--- config.mk ---
export PLATFORM = sky130hd
export DESIGN_NAME = dtree_walker_flat
export DESIGN_NICKNAME = d
export VERILOG_FILES = /design/src/rtl/dtree_pkg.sv /design/src/rtl/dtree_walker_if.sv /design/src/rtl/dtree_vote_acc.sv /design/src/rtl/dtree_walker.sv /design/src/flat_wrapper.sv
export SDC_FILE = /design/constraint.sdc
export NUM_CORES = 2
export LEC_CHECK = 0
export CAP_MARGIN = 15
export CORE_MARGIN = 2
export CORE_UTILIZATION = 45
export CTS_BUF_LIST = sky130_fd_sc_hd__clkbuf_4 sky130_fd_sc_hd__clkbuf_8
export DETAILED_ROUTE_END_ITERATION = 16
export PLACE_DENSITY = 0.67
export SYNTH_ARGS = -nofsm -noshare
export SYNTH_HDL_FRONTEND = slang
export SYNTH_SLANG_ARGS = --single-unit
--- constraint.sdc ---
create_clock -name clk -period 3.78 [get_ports clk]
set_input_delay 1.134 -clock clk [delete_from_list [all_inputs] [get_ports clk]]
set_output_delay 1.134 -clock clk [all_outputs]
set_load 0.1 [all_outputs]
--- src/rtl/dtree_pkg.sv ---
// Shared definitions for the decision-tree ensemble walker: FSM states,
// node-word layout and the node-word packing helper.
package dtree_pkg;

  typedef enum logic [1:0] {
    IDLE   = 2'd0,
    WALK   = 2'd1,
    RESULT = 2'd2
  } state_t;

  // Wide enough for any node word the parameter ranges can produce.
  localparam int PACK_W = 64;

  function automatic int clog2_min1(input int n);
    return (n > 1) ? $clog2(n) : 1;
  endfunction

  // Field widths as functions of the ensemble parameters.
  function automatic int feat_w(input int n_feat);
    return clog2_min1(n_feat);
  endfunction

  function automatic int addr_w(input int n_nodes);
    return clog2_min1(n_nodes);
  endfunction

  // Node word layout, LSB first: f_ptr | t_ptr | feat_idx | leaf.
  function automatic int f_ptr_lsb();
    return 0;
  endfunction

  function automatic int t_ptr_lsb(input int aw);
    return aw;
  endfunction

  function automatic int feat_lsb(input int aw);
    return 2 * aw;
  endfunction

  function automatic int leaf_bit(input int fw, input int aw);
    return fw + 2 * aw;
  endfunction

  function automatic int node_w(input int fw, input int aw);
    return 1 + fw + 2 * aw;
  endfunction

  function automatic logic [PACK_W-1:0] field_mask(input int w);
    return (PACK_W'(1) << w) - PACK_W'(1);
  endfunction

  // Builds a node word; callers truncate to node_w(fw, aw) bits.
  function automatic logic [PACK_W-1:0] pack_node(input logic        leaf,
                                                  input int unsigned feat_idx,
                                                  input int unsigned t_ptr,
                                                  input int unsigned f_ptr,
                                                  input int          fw,
                                                  input int          aw);
    logic [PACK_W-1:0] w;
    w = (PACK_W'(f_ptr) & field_mask(aw)) << f_ptr_lsb();
    w |= (PACK_W'(t_ptr) & field_mask(aw)) << t_ptr_lsb(aw);
    w |= (PACK_W'(feat_idx) & field_mask(fw)) << feat_lsb(aw);
    w |= PACK_W'(leaf) << leaf_bit(fw, aw);
    return w;
  endfunction

endpackage

--- src/rtl/dtree_walker_if.sv ---
// Configuration, feature and result ports of the tree walker.
interface dtree_walker_if
  import dtree_pkg::*;
#(
  parameter int N_FEAT  = 51,
  parameter int N_NODES = 64,
  parameter int N_TREES = 4,
  parameter int N_CLASS = 2
);
  localparam int FW = feat_w(N_FEAT);
  localparam int AW = addr_w(N_NODES);
  localparam int TW = clog2_min1(N_TREES);
  localparam int CW = clog2_min1(N_CLASS);
  localparam int NW = node_w(FW, AW);

  logic              cfg_ready;
  logic              cfg_node_we;
  logic [AW-1:0]     cfg_node_addr;
  logic [NW-1:0]     cfg_node_wdata;
  logic              cfg_root_we;
  logic [TW-1:0]     cfg_root_idx;
  logic [AW-1:0]     cfg_root_addr;
  logic              in_valid;
  logic              in_ready;
  logic [N_FEAT-1:0] in_feat;
  logic              out_valid;
  logic              out_ready;
  logic [CW-1:0]     out_class;
  logic              out_err;

  modport master (
    output cfg_node_we, cfg_node_addr, cfg_node_wdata,
    output cfg_root_we, cfg_root_idx, cfg_root_addr,
    output in_valid, in_feat, out_ready,
    input  cfg_ready, in_ready, out_valid, out_class, out_err
  );

  modport slave (
    input  cfg_node_we, cfg_node_addr, cfg_node_wdata,
    input  cfg_root_we, cfg_root_idx, cfg_root_addr,
    input  in_valid, in_feat, out_ready,
    output cfg_ready, in_ready, out_valid, out_class, out_err
  );

endinterface

--- src/rtl/dtree_vote_acc.sv ---
// Per-class vote counters with clear/increment and lowest-index argmax.
module dtree_vote_acc
  import dtree_pkg::*;
#(
  parameter int N_CLASS = 2,
  parameter int N_TREES = 4,
  localparam int CW = clog2_min1(N_CLASS)
) (
  input  logic          clk,
  input  logic          rst_n,
  input  logic          clear,
  input  logic          inc,
  input  logic [CW-1:0] inc_class,
  output logic [CW-1:0] win_class
);

  // One vote per tree at most, so N_TREES+1 values never overflow.
  localparam int VW = clog2_min1(N_TREES + 1);

  logic [VW-1:0] cnt_q [N_CLASS];
  logic [VW-1:0] best_cnt;

  // Counter update: clear wins over increment; out-of-range classes are ignored.
  always_ff @(posedge clk or negedge rst_n) begin
    if (!rst_n) begin
      for (int c = 0; c < N_CLASS; c++) cnt_q[c] <= '0;
    end else if (clear) begin
      for (int c = 0; c < N_CLASS; c++) cnt_q[c] <= '0;
    end else if (inc) begin
      for (int c = 0; c < N_CLASS; c++)
        if (inc_class == CW'(c)) cnt_q[c] <= cnt_q[c] + 1'b1;
    end
  end

  // Argmax over the registered counts; strict '>' keeps ties on the lower index.
  always_comb begin
    // NOTE: blocking assignments here model a running maximum within one evaluation.
    best_cnt  = cnt_q[0];
    win_class = '0;
    for (int c = 1; c < N_CLASS; c++) begin
      if (cnt_q[c] > best_cnt) begin
        best_cnt  = cnt_q[c];
        win_class = CW'(c);
      end
    end
  end

endmodule

--- src/rtl/dtree_walker.sv ---
// Table-driven decision-tree ensemble evaluator: one node per clock,
// one vote per tree, majority class returned over valid/ready.
module dtree_walker
  import dtree_pkg::*;
#(
  parameter int N_FEAT    = 51,
  parameter int N_NODES   = 64,
  parameter int N_TREES   = 4,
  parameter int N_CLASS   = 2,
  parameter int MAX_DEPTH = 16
) (
  input logic           clk,
  input logic           rst_n,
  dtree_walker_if.slave bus
);

  localparam int FW       = feat_w(N_FEAT);
  localparam int AW       = addr_w(N_NODES);
  localparam int TW       = clog2_min1(N_TREES);
  localparam int CW       = clog2_min1(N_CLASS);
  localparam int DW       = clog2_min1(MAX_DEPTH);
  localparam int NW       = node_w(FW, AW);
  localparam int F_LSB    = f_ptr_lsb();
  localparam int T_LSB    = t_ptr_lsb(AW);
  localparam int X_LSB    = feat_lsb(AW);
  localparam int L_BIT    = leaf_bit(FW, AW);
  localparam int FEAT_EXT = 1 << FW;
  localparam logic [NW-1:0] NODE_RST = NW'(pack_node(1'b1, 0, 0, 0, FW, AW));

  state_t            state_q, state_d;
  logic [NW-1:0]     node_mem [N_NODES];
  logic [AW-1:0]     root_mem [N_TREES];
  logic [N_FEAT-1:0] feat_q;
  logic [TW-1:0]     tree_q, tree_d;
  logic [AW-1:0]     ptr_q, ptr_d;
  logic [DW-1:0]     depth_q, depth_d;
  logic              err_q, err_d;
  logic              feat_ld, vote_clr, vote_inc, advance;
  logic              in_ready_c, out_valid_c, cfg_ready_c;
  logic [CW-1:0]     win_class;

  // Current node decode; feature indices beyond N_FEAT read as 0.
  logic [NW-1:0]       node_rd;
  logic                node_leaf, bad_feat, class_ok, feat_bit, last_tree;
  logic [FW-1:0]       node_feat;
  logic [AW-1:0]       node_t, node_f;
  logic [CW-1:0]       node_cls;
  logic [FEAT_EXT-1:0] feat_ext;

  assign node_rd   = node_mem[ptr_q];
  assign node_leaf = node_rd[L_BIT];
  assign node_feat = node_rd[X_LSB +: FW];
  assign node_t    = node_rd[T_LSB +: AW];
  assign node_f    = node_rd[F_LSB +: AW];
  assign node_cls  = node_f[CW-1:0];
  assign feat_ext  = FEAT_EXT'(feat_q);
  assign bad_feat  = int'(node_feat) >= N_FEAT;
  assign feat_bit  = !bad_feat && feat_ext[node_feat];
  assign class_ok  = int'(node_cls) < N_CLASS;
  assign last_tree = (tree_q == TW'(N_TREES - 1));

  assign cfg_ready_c = (state_q == IDLE);

  // Node table and root pointers; writes land only while idle.
  always_ff @(posedge clk or negedge rst_n) begin
    if (!rst_n) begin
      // NOTE: the table is reset on purpose (leaf class 0, roots 0), which rules out a RAM macro.
      for (int i = 0; i < N_NODES; i++) node_mem[i] <= NODE_RST;
      for (int i = 0; i < N_TREES; i++) root_mem[i] <= '0;
    end else if (cfg_ready_c) begin
      if (bus.cfg_node_we) node_mem[bus.cfg_node_addr] <= bus.cfg_node_wdata;
      if (bus.cfg_root_we) root_mem[bus.cfg_root_idx] <= bus.cfg_root_addr;
    end
  end

  // Walk state registers.
  always_ff @(posedge clk or negedge rst_n) begin
    if (!rst_n) begin
      state_q <= IDLE;
      tree_q  <= '0;
      ptr_q   <= '0;
      depth_q <= '0;
      err_q   <= 1'b0;
      feat_q  <= '0;
    end else begin
      state_q <= state_d;
      tree_q  <= tree_d;
      ptr_q   <= ptr_d;
      depth_q <= depth_d;
      err_q   <= err_d;
      if (feat_ld) feat_q <= bus.in_feat;
    end
  end

  // Next-state, walk pointer and handshake decode.
  always_comb begin
    // NOTE: every output gets a default before the case so no path infers a latch.
    state_d     = state_q;
    tree_d      = tree_q;
    ptr_d       = ptr_q;
    depth_d     = depth_q;
    err_d       = err_q;
    feat_ld     = 1'b0;
    vote_clr    = 1'b0;
    vote_inc    = 1'b0;
    advance     = 1'b0;
    in_ready_c  = 1'b0;
    out_valid_c = 1'b0;
    unique case (state_q)
      IDLE: begin
        in_ready_c = 1'b1;
        if (bus.in_valid) begin
          feat_ld  = 1'b1;
          vote_clr = 1'b1;
          err_d    = 1'b0;
          tree_d   = '0;
          ptr_d    = root_mem[0];
          depth_d  = '0;
          state_d  = WALK;
        end
      end
      WALK: begin
        if (node_leaf) begin
          advance = 1'b1;
          if (class_ok) vote_inc = 1'b1;
          else          err_d    = 1'b1;
        end else if (depth_q == DW'(MAX_DEPTH - 1)) begin
          advance = 1'b1;
          err_d   = 1'b1;
        end else begin
          ptr_d   = feat_bit ? node_t : node_f;
          depth_d = depth_q + 1'b1;
          if (bad_feat) err_d = 1'b1;
        end
        if (advance) begin
          if (last_tree) begin
            state_d = RESULT;
          end else begin
            tree_d  = tree_q + 1'b1;
            ptr_d   = root_mem[tree_q + 1'b1];
            depth_d = '0;
          end
        end
      end
      RESULT: begin
        out_valid_c = 1'b1;
        if (bus.out_ready) state_d = IDLE;
      end
      default: state_d = IDLE;
    endcase
  end

  dtree_vote_acc #(
    .N_CLASS (N_CLASS),
    .N_TREES (N_TREES)
  ) u_vote_acc (
    .clk       (clk),
    .rst_n     (rst_n),
    .clear     (vote_clr),
    .inc       (vote_inc),
    .inc_class (node_cls),
    .win_class (win_class)
  );

  // Result fields come straight from registers and hold through RESULT.
  assign bus.cfg_ready = cfg_ready_c;
  assign bus.in_ready  = in_ready_c;
  assign bus.out_valid = out_valid_c;
  assign bus.out_class = win_class;
  assign bus.out_err   = err_q;

endmodule

--- src/flat_wrapper.sv ---
// flat-port wrapper written by rule: the top's interface ports become plain ports
module dtree_walker_flat import dtree_pkg::*;
#(
  parameter int N_FEAT    = 51,
  parameter int N_NODES   = 64,
  parameter int N_TREES   = 4,
  parameter int N_CLASS   = 2,
  parameter int MAX_DEPTH = 16
)
  (clk, rst_n, bus_cfg_node_we, bus_cfg_node_addr, bus_cfg_node_wdata, bus_cfg_root_we, bus_cfg_root_idx, bus_cfg_root_addr, bus_in_valid, bus_in_feat, bus_out_ready, bus_cfg_ready, bus_in_ready, bus_out_valid, bus_out_class, bus_out_err);
  dtree_walker_if #(.N_FEAT(N_FEAT), .N_NODES(N_NODES), .N_TREES(N_TREES), .N_CLASS(N_CLASS)) bus_i ();
  input logic clk;
  input logic rst_n;
  input wire logic [$bits(bus_i.cfg_node_we)-1:0] bus_cfg_node_we;
  input wire logic [$bits(bus_i.cfg_node_addr)-1:0] bus_cfg_node_addr;
  input wire logic [$bits(bus_i.cfg_node_wdata)-1:0] bus_cfg_node_wdata;
  input wire logic [$bits(bus_i.cfg_root_we)-1:0] bus_cfg_root_we;
  input wire logic [$bits(bus_i.cfg_root_idx)-1:0] bus_cfg_root_idx;
  input wire logic [$bits(bus_i.cfg_root_addr)-1:0] bus_cfg_root_addr;
  input wire logic [$bits(bus_i.in_valid)-1:0] bus_in_valid;
  input wire logic [$bits(bus_i.in_feat)-1:0] bus_in_feat;
  input wire logic [$bits(bus_i.out_ready)-1:0] bus_out_ready;
  output wire logic [$bits(bus_i.cfg_ready)-1:0] bus_cfg_ready;
  output wire logic [$bits(bus_i.in_ready)-1:0] bus_in_ready;
  output wire logic [$bits(bus_i.out_valid)-1:0] bus_out_valid;
  output wire logic [$bits(bus_i.out_class)-1:0] bus_out_class;
  output wire logic [$bits(bus_i.out_err)-1:0] bus_out_err;
  assign bus_i.cfg_node_we = bus_cfg_node_we;
  assign bus_i.cfg_node_addr = bus_cfg_node_addr;
  assign bus_i.cfg_node_wdata = bus_cfg_node_wdata;
  assign bus_i.cfg_root_we = bus_cfg_root_we;
  assign bus_i.cfg_root_idx = bus_cfg_root_idx;
  assign bus_i.cfg_root_addr = bus_cfg_root_addr;
  assign bus_i.in_valid = bus_in_valid;
  assign bus_i.in_feat = bus_in_feat;
  assign bus_i.out_ready = bus_out_ready;
  assign bus_cfg_ready = bus_i.cfg_ready;
  assign bus_in_ready = bus_i.in_ready;
  assign bus_out_valid = bus_i.out_valid;
  assign bus_out_class = bus_i.out_class;
  assign bus_out_err = bus_i.out_err;
  dtree_walker #(.N_FEAT(N_FEAT), .N_NODES(N_NODES), .N_TREES(N_TREES), .N_CLASS(N_CLASS), .MAX_DEPTH(MAX_DEPTH)) u_core (.clk(clk), .rst_n(rst_n), .bus(bus_i));
endmodule
== Word-level counts from Yosys, hierarchy flattened ==
Index checks and enable logic that the tools add are counted.

* Multiply operators: 0
* Magnitude comparators: 9
* Equality and inequality tests: 12
* Shift-type cells: 0
* Bitwise gates (word level): 4
* Mux-type cells: 55
* Reductions and logical operators: 16
* Div/mod/pow operators: 0
* Add/sub/neg operators: 4

{| class="wikitable"
|+ Operator list
! operator !! count
|-
| $bwmux W1216 || 1
|-
| $bmux W19 S6 || 1
|-
| $demux W19 S6 || 1
|-
| $mux W6 || 11
|-
| $mux W19 || 3
|-
| $bwmux W24 || 1
|-
| $mux W4 || 5
|-
| $mux W1 || 15
|-
| $ge A7 B7 Y1 const B || 2
|-
| $mux W2 || 7
|-
| $not A6 Y7 || 2
|-
| $bmux W6 S2 || 1
|-
| $demux W6 S2 || 1
|-
| $pmux W6 S2 || 1
|-
| $reduce_and A4 Y1 || 3
|-
| $reduce_and A2 Y1 || 5
|-
| $ne A2 B2 Y1 const B || 4
|-
| $pmux W4 S2 || 1
|-
| $lt A6 B7 Y1 const B || 1
|-
| $lt A7 B1 Y1 const B || 1
|-
| $add A3 B1 Y3 const B || 2
|-
| $bmux W1 S6 || 1
|-
| $ge A3 B3 Y1 const B || 2
|-
| $ge A6 B6 Y1 const B || 1
|-
| other kinds (18) || 27
|}

* Logic and storage cells: 176
* Input port bits: 90
* Memories: 0
* RAM bits: 0
* ROM bits: 0
* Latch bits: 0
* Register bits after elaboration: 1312

== Longest topological paths before layout ==
* Depth in word-level cells: 13
* Mapped depth: 19
* Mapped depth without buffers: 12

== Modules after synthesis ==
From an unflattened synthesis, not the netlist that was laid out.

* Cells, all modules: 3767
* Area, all modules: 60210.2 um2

{| class="wikitable"
|+ Modules (own cells, without submodules)
! module !! cells each !! area each (um2) !! times used
|-
| dtree_walker || 3731 || 59848.6 || 1
|-
| dtree_vote_acc || 36 || 361.6 || 1
|}

== Worst setup path before layout ==
OpenSTA, ideal clock, no wires.

* Path type: reg-to-reg
* Start: register u_core.state_q[0]
* End: register u_core.node_mem[1072] (netlist name)
* Period minus slack after synthesis: 4.392 ns
* Buffers on the path: 1
* Slack: -0.612 ns
* Setup time: 0.125 ns
* Data required time: 3.655 ns
* Arrival time: 4.268 ns
* Cell stages (with the launch flop): 8
* Cells stage by stage: dfrtp_1 -> nor2_1 -> nand3_1 -> inv_1 -> nand3_1 -> nor4_1 -> clkbuf_1 -> mux2_2

* Longest elaborated chain between the ends: 2

{| class="wikitable"
|+ RTL lines
! what !! RTL line !! text
|-
| start, declared || dtree_walker.sv:30 || <nowiki>state_t state_q, state_d;</nowiki>
|-
| start signal, assigned || dtree_walker.sv:86 || <nowiki>state_q <= state_d;</nowiki>
|-
| $logic_not A2 Y1 || dtree_walker.sv:62 || <nowiki>assign cfg_ready_c = (state_q == IDLE);</nowiki>
|-
| net bus_cfg_ready || flat_wrapper.sv:23 || <nowiki>output wire logic [$bits(bus_i.cfg_ready)-1:0] bus_cfg_ready;</nowiki>
|-
| $reduce_and A2 Y1 (no source line) || - ||
|-
| end signal, assigned by index || dtree_walker.sv:71 || <nowiki>if (bus.cfg_node_we) node_mem[bus.cfg_node_addr] <= bus.cfg_node_wdata;</nowiki>
|-
| end, declared || dtree_walker.sv:31 || <nowiki>logic [NW-1:0] node_mem [N_NODES];</nowiki>
|}

The timed path passes the listed nets, and every way through them passes these cells.
A chain may end at the register's enable or synchronous reset.

== Worst setup path after layout ==
* Start: register u_core.ptr_q[0]
* End: register u_core.ptr_q[4]

* Longest elaborated chain between the ends: 13

{| class="wikitable"
|+ RTL lines
! what !! RTL line !! text
|-
| start, declared || dtree_walker.sv:35 || <nowiki>logic [AW-1:0] ptr_q, ptr_d;</nowiki>
|-
| start signal, assigned || dtree_walker.sv:88 || <nowiki>ptr_q <= ptr_d;</nowiki>
|-
| $not A6 Y7 (implied by the code) * || dtree_walker.sv:50 || <nowiki>assign node_rd = node_mem[ptr_q];</nowiki>
|-
| $bmux W19 S6 * || dtree_walker.sv:50 ||
|-
| $mux W19 (implied by the code) * (2 in a row) || dtree_walker.sv:50 ||
|-
| $bmux W1 S6 or $ge A6 B6 Y1 (tied branches) || dtree_walker.sv:58, dtree_walker.sv:57 ||
|-
| $mux W1 (implied by the code) or $logic_not A1 Y1 (tied branches) || dtree_walker.sv:58 || <nowiki>assign feat_bit = !bad_feat && feat_ext[node_feat];</nowiki>
|-
| $logic_and A1 B1 Y1 || dtree_walker.sv:58 ||
|-
| $mux W6 || dtree_walker.sv:131 || <nowiki>ptr_d = feat_bit ? node_t : node_f;</nowiki>
|-
| $mux W6 || dtree_walker.sv:127 || <nowiki>end else if (depth_q == DW'(MAX_DEPTH - 1)) begin</nowiki>
|-
| $mux W6 || dtree_walker.sv:123 || <nowiki>if (node_leaf) begin</nowiki>
|-
| $mux W6 || dtree_walker.sv:136 || <nowiki>if (last_tree) begin</nowiki>
|-
| $mux W6 * || dtree_walker.sv:135 || <nowiki>if (advance) begin</nowiki>
|-
| $pmux W6 S2 * || dtree_walker.sv:109 || <nowiki>unique case (state_q)</nowiki>
|}

Every way passes the cells marked *; elsewhere a longest branch is shown, timed or not. The select of a mux whose other input is x is not followed.

==> summary.md <==
| Metric | Value |
|---|---|
| Clk buf depth | `3` |
| Placer Congestion | `0.8241` |
| Worst EP arrival | `4660 ps` |
| Layout cell share with drive strength beyond 1 | `57.71%` |
| Final worst slack | `-40.23 ps` |
| Startpoint Class | `register` |
| Final Net Count | `4,183` |
| Most common cell after layout, fill and taps aside | `mux2_2` |
| Final setup viols | `5` |
| Worst-Margin Slew | `1195 ps` |
| Ys async rst share | `100.0%` |
| Critical Path Sink Type | `register` |
| Syn avg cell area | `15.68 um2` |
| IO Count | `95` |
| Synth top area share | `52.05%` |
| Wire length per cell | `26.86 um` |
| Max cap viols | `0` |
| Post-route minimum period | `3820 ps` |
| Most frequent cells in the layout | `mux2_2, dfrtp_1, mux4_2, clkbuf_8, nand2_1` |
| Vias per cell | `5.828` |
| Fmax | `261.8 MHz` |
| Status | `finished, violations left` |
| Row cnt | `133` |
| Synthesized area | `60,000 um2` |
| Top post-synthesis cells by area | `dfrtp_1, mux2_2, mux4_2, dfstp_2, nand2_1` |
| Full die area | `136,300 um2` |
| Largest net degree at the start of global routing | `138` |
| Port bufs | `94` |
| Via count | `35,060` |
| Syn. warnings | `0` |
| DRC viols | `0` |
| RSZ-0062 raised after global routing | `yes` |
| Largest area contributor in the netlist | `dfrtp_1` |
| Gr ovfl total | `0` |
| Worst vdd ir | `0.0004382 V` |
| Initial antenna violation count | `10` |
| Hold buffers post-CTS | `0` |
| CP max FO | `8` |
| H-tree depth | `4` |
| Slew Limit Fails | `0` |
| Reg clk slew, reported paths | `60 ps` |
| Hold Vio Cnt, Final | `0` |
| Pwr dens | `602.5 nW/um2` |
| DP HPWL | `96.13 mm` |
| ANT nets after route | `0` |
| Critical Path Source | `u_core.ptr_q[0]` |
| Post-Route WL | `161.6 mm` |
| Syn_nets | `3,924` |
| Worst R2R Setup Slack | `-40 ps` |
| Sink Count | `1,312` |
| Initial Utilization | `45.46%` |
| DR pass1 iterations | `7` |
| Headroom to the max-slew limit | `20.34%` |
| Pleak | `33.40 nW` |
| Vias in the first global route | `36,700` |
| Core Area | `132,000 um2` |
| First-pass GRT wire length | `242.6 mm` |
| CP Class | `reg2reg` |
| Total clock buffers created by CTS | `210` |
| Period Utilization, post-route | `101.1%` |
| Area grow syn2layout | `17.15%` |
| Failing checks | `setup timing` |
| CTS root buffer | `clkbuf_8` |
| Fill count | `10,600` |
| Register area share after synthesis | `54.86%` |
| Yosys reg bits | `1,312` |
| Synth cell types | `58` |
| Area taken by multi-input logic gates | `25,940 um2` |
| Register area | `32,930 um2` |
| Worst-Skew Late Latency | `930 ps` |
| Die X | `369.1 um` |
| Gate Count Post-Synth | `3,827` |
| Worst EP required | `4620 ps` |
| Core Util, Final | `53.26%` |
| DRT iter0 DRCs | `2,577` |
| Clock Skews | `30.33 ps` |
| R2r startpoint | `u_core.ptr_q[0]` |
| DIE HEIGHT | `369.1 um` |
| Overall power | `42.35 mW` |
| Min-Delay Path Class | `in2async` |
| CTS tree | `done` |
| All-Layer GR Usage | `23.99%` |
| Post-synth EDFFs | `0` |
| Post-synth top flop | `dfrtp_1` |
## registers in the layout (all words and copies together) (netlist names)
| name | cells |
|---|---|
| u_core.bus.out_err | 1 |
| u_core.state_q | 2 |
| u_core.feat_q | 51 |
| u_core.ptr_q | 6 |
| u_core.tree_q | 2 |
| u_core.node_mem | 1216 |
| u_core.u_vote_acc.cnt_q | 6 |
| u_core.root_mem | 24 |
| u_core.depth_q | 4 |
## per-stage QoR
| stage | hold WS (ps) | cells | TNS (ps) | instance area [um2] | setup slack (ps) |
|---|---|---|---|---|---|
| final | 113.6 | 6015 | -111.4 | 70290 | -40.23 |
| after global routing | 72.28 | 6013 | -598.8 | 70280 | -114.5 |
| after CTS | 34.84 | 5987 | 0 | 69840 | 11.36 |
| after detailed placement | 466.6 | 5585 | -583.5 | 64700 | -147.4 |
| after global placement | 466.1 | 5585 | -485.7 | 64700 | -114.9 |
| after floorplan | 439.3 | 3827 | 0 | 60000 | 5.850 |
## routing by layer
| layer | routed length (um) | track usage, % | up-vias |
|---|---|---|---|
| met5 | 0 | 0 | - |
| met4 | 4511 | 7.520 | 0 |
| met3 | 7715 | 4.254 | 280 |
| met2 | 79340 | 39.07 | 902 |
| met1 | 70020 | 32.87 | 19120 |
| li1 | - | - | 14760 |
## timing repair
action                                  in CTS  in global routing
pin swaps                                   14                  8
hold endpoints to repair                     0                  0
gates resized for setup                     52                 26
endpoints found under the setup margin       7                 15
gates cloned                                 4                  5
buffers inserted                            16                 15
## where the power goes
| group | total, mW | internal (mW) | switching [mW] |
|---|---|---|---|
| registers | 17.0 | 15.9 | 1.12 |
| logic | 12.1 | 6.08 | 5.99 |
| clock network | 13.3 | 7.54 | 5.72 |
| total | 42.3 | 29.5 | 12.8 |
## layout make-up
cell class	instances	area share [%]
clock inverters	32	0.4646
well taps	1755	3.124
clock buffers	350	6.159
multi-input cells	2166	36.91
inverters	17	0.09257
repair buffers	379	6.393
flip-flops and latches	1312	46.85
diodes	4	0.01424
## cells in the mapped netlist (7+ instances only)
cell type	number
nand2_1	244
buf_1	56
a22oi_1	10
buf_6	13
nand4_1	8
mux4_2	377
dfrtp_1	1248
nor2_1	49
inv_1	13
o21a_1	9
clkbuf_1	231
o21ai_0	24
dfstp_2	64
o211ai_1	8
ha_1	7
a211o_1	9
nand3_1	11
nand3b_1	7
nor2b_1	8
buf_2	27
mux2i_1	61
mux2_2	1248
## kinds of logic (layout without fill, tap and decap cells)
group                    after synthesis  after routing  share of synthesized area (%)
adder cells (fa/ha/maj)                7              7                         0.1460
XOR/XNOR                               4              4                        0.05839
other                                  0              4                              0
AO/OA/AOI/OAI                        102            102                          1.262
flip-flops                          1312           1312                          54.86
AND/OR/NAND/NOR                      366            367                          2.636
multiplexers                        1686           1686                          38.59
buffers and inverters                350            778                          2.446
## final timing paths
path	end	cells past startpoint
worst max-delay path	u_core.ptr_q[4]	13
worst min-delay path	u_core.node_mem[1066]	1
worst max register to register	u_core.ptr_q[4]	13
worst min register to register	u_core.feat_q[20]	2
max in group asynchronous	u_core.node_mem[976]	2
min in group clk	u_core.feat_q[20]	2
## worst max-delay path: stages (launching register included)
cell and delay [ps]:
dfrtp_4 620, buf_6 170, buf_16 110, buf_4 100, mux4_2 490, mux4_2 560, mux4_2 570, a311oi_2 240
nand4_1 180, o311ai_4 150, buf_6 190, buf_12 130, nor3_4 40, a211oi_2 150
No activity file was read; power rests on OpenSTA's default activity.
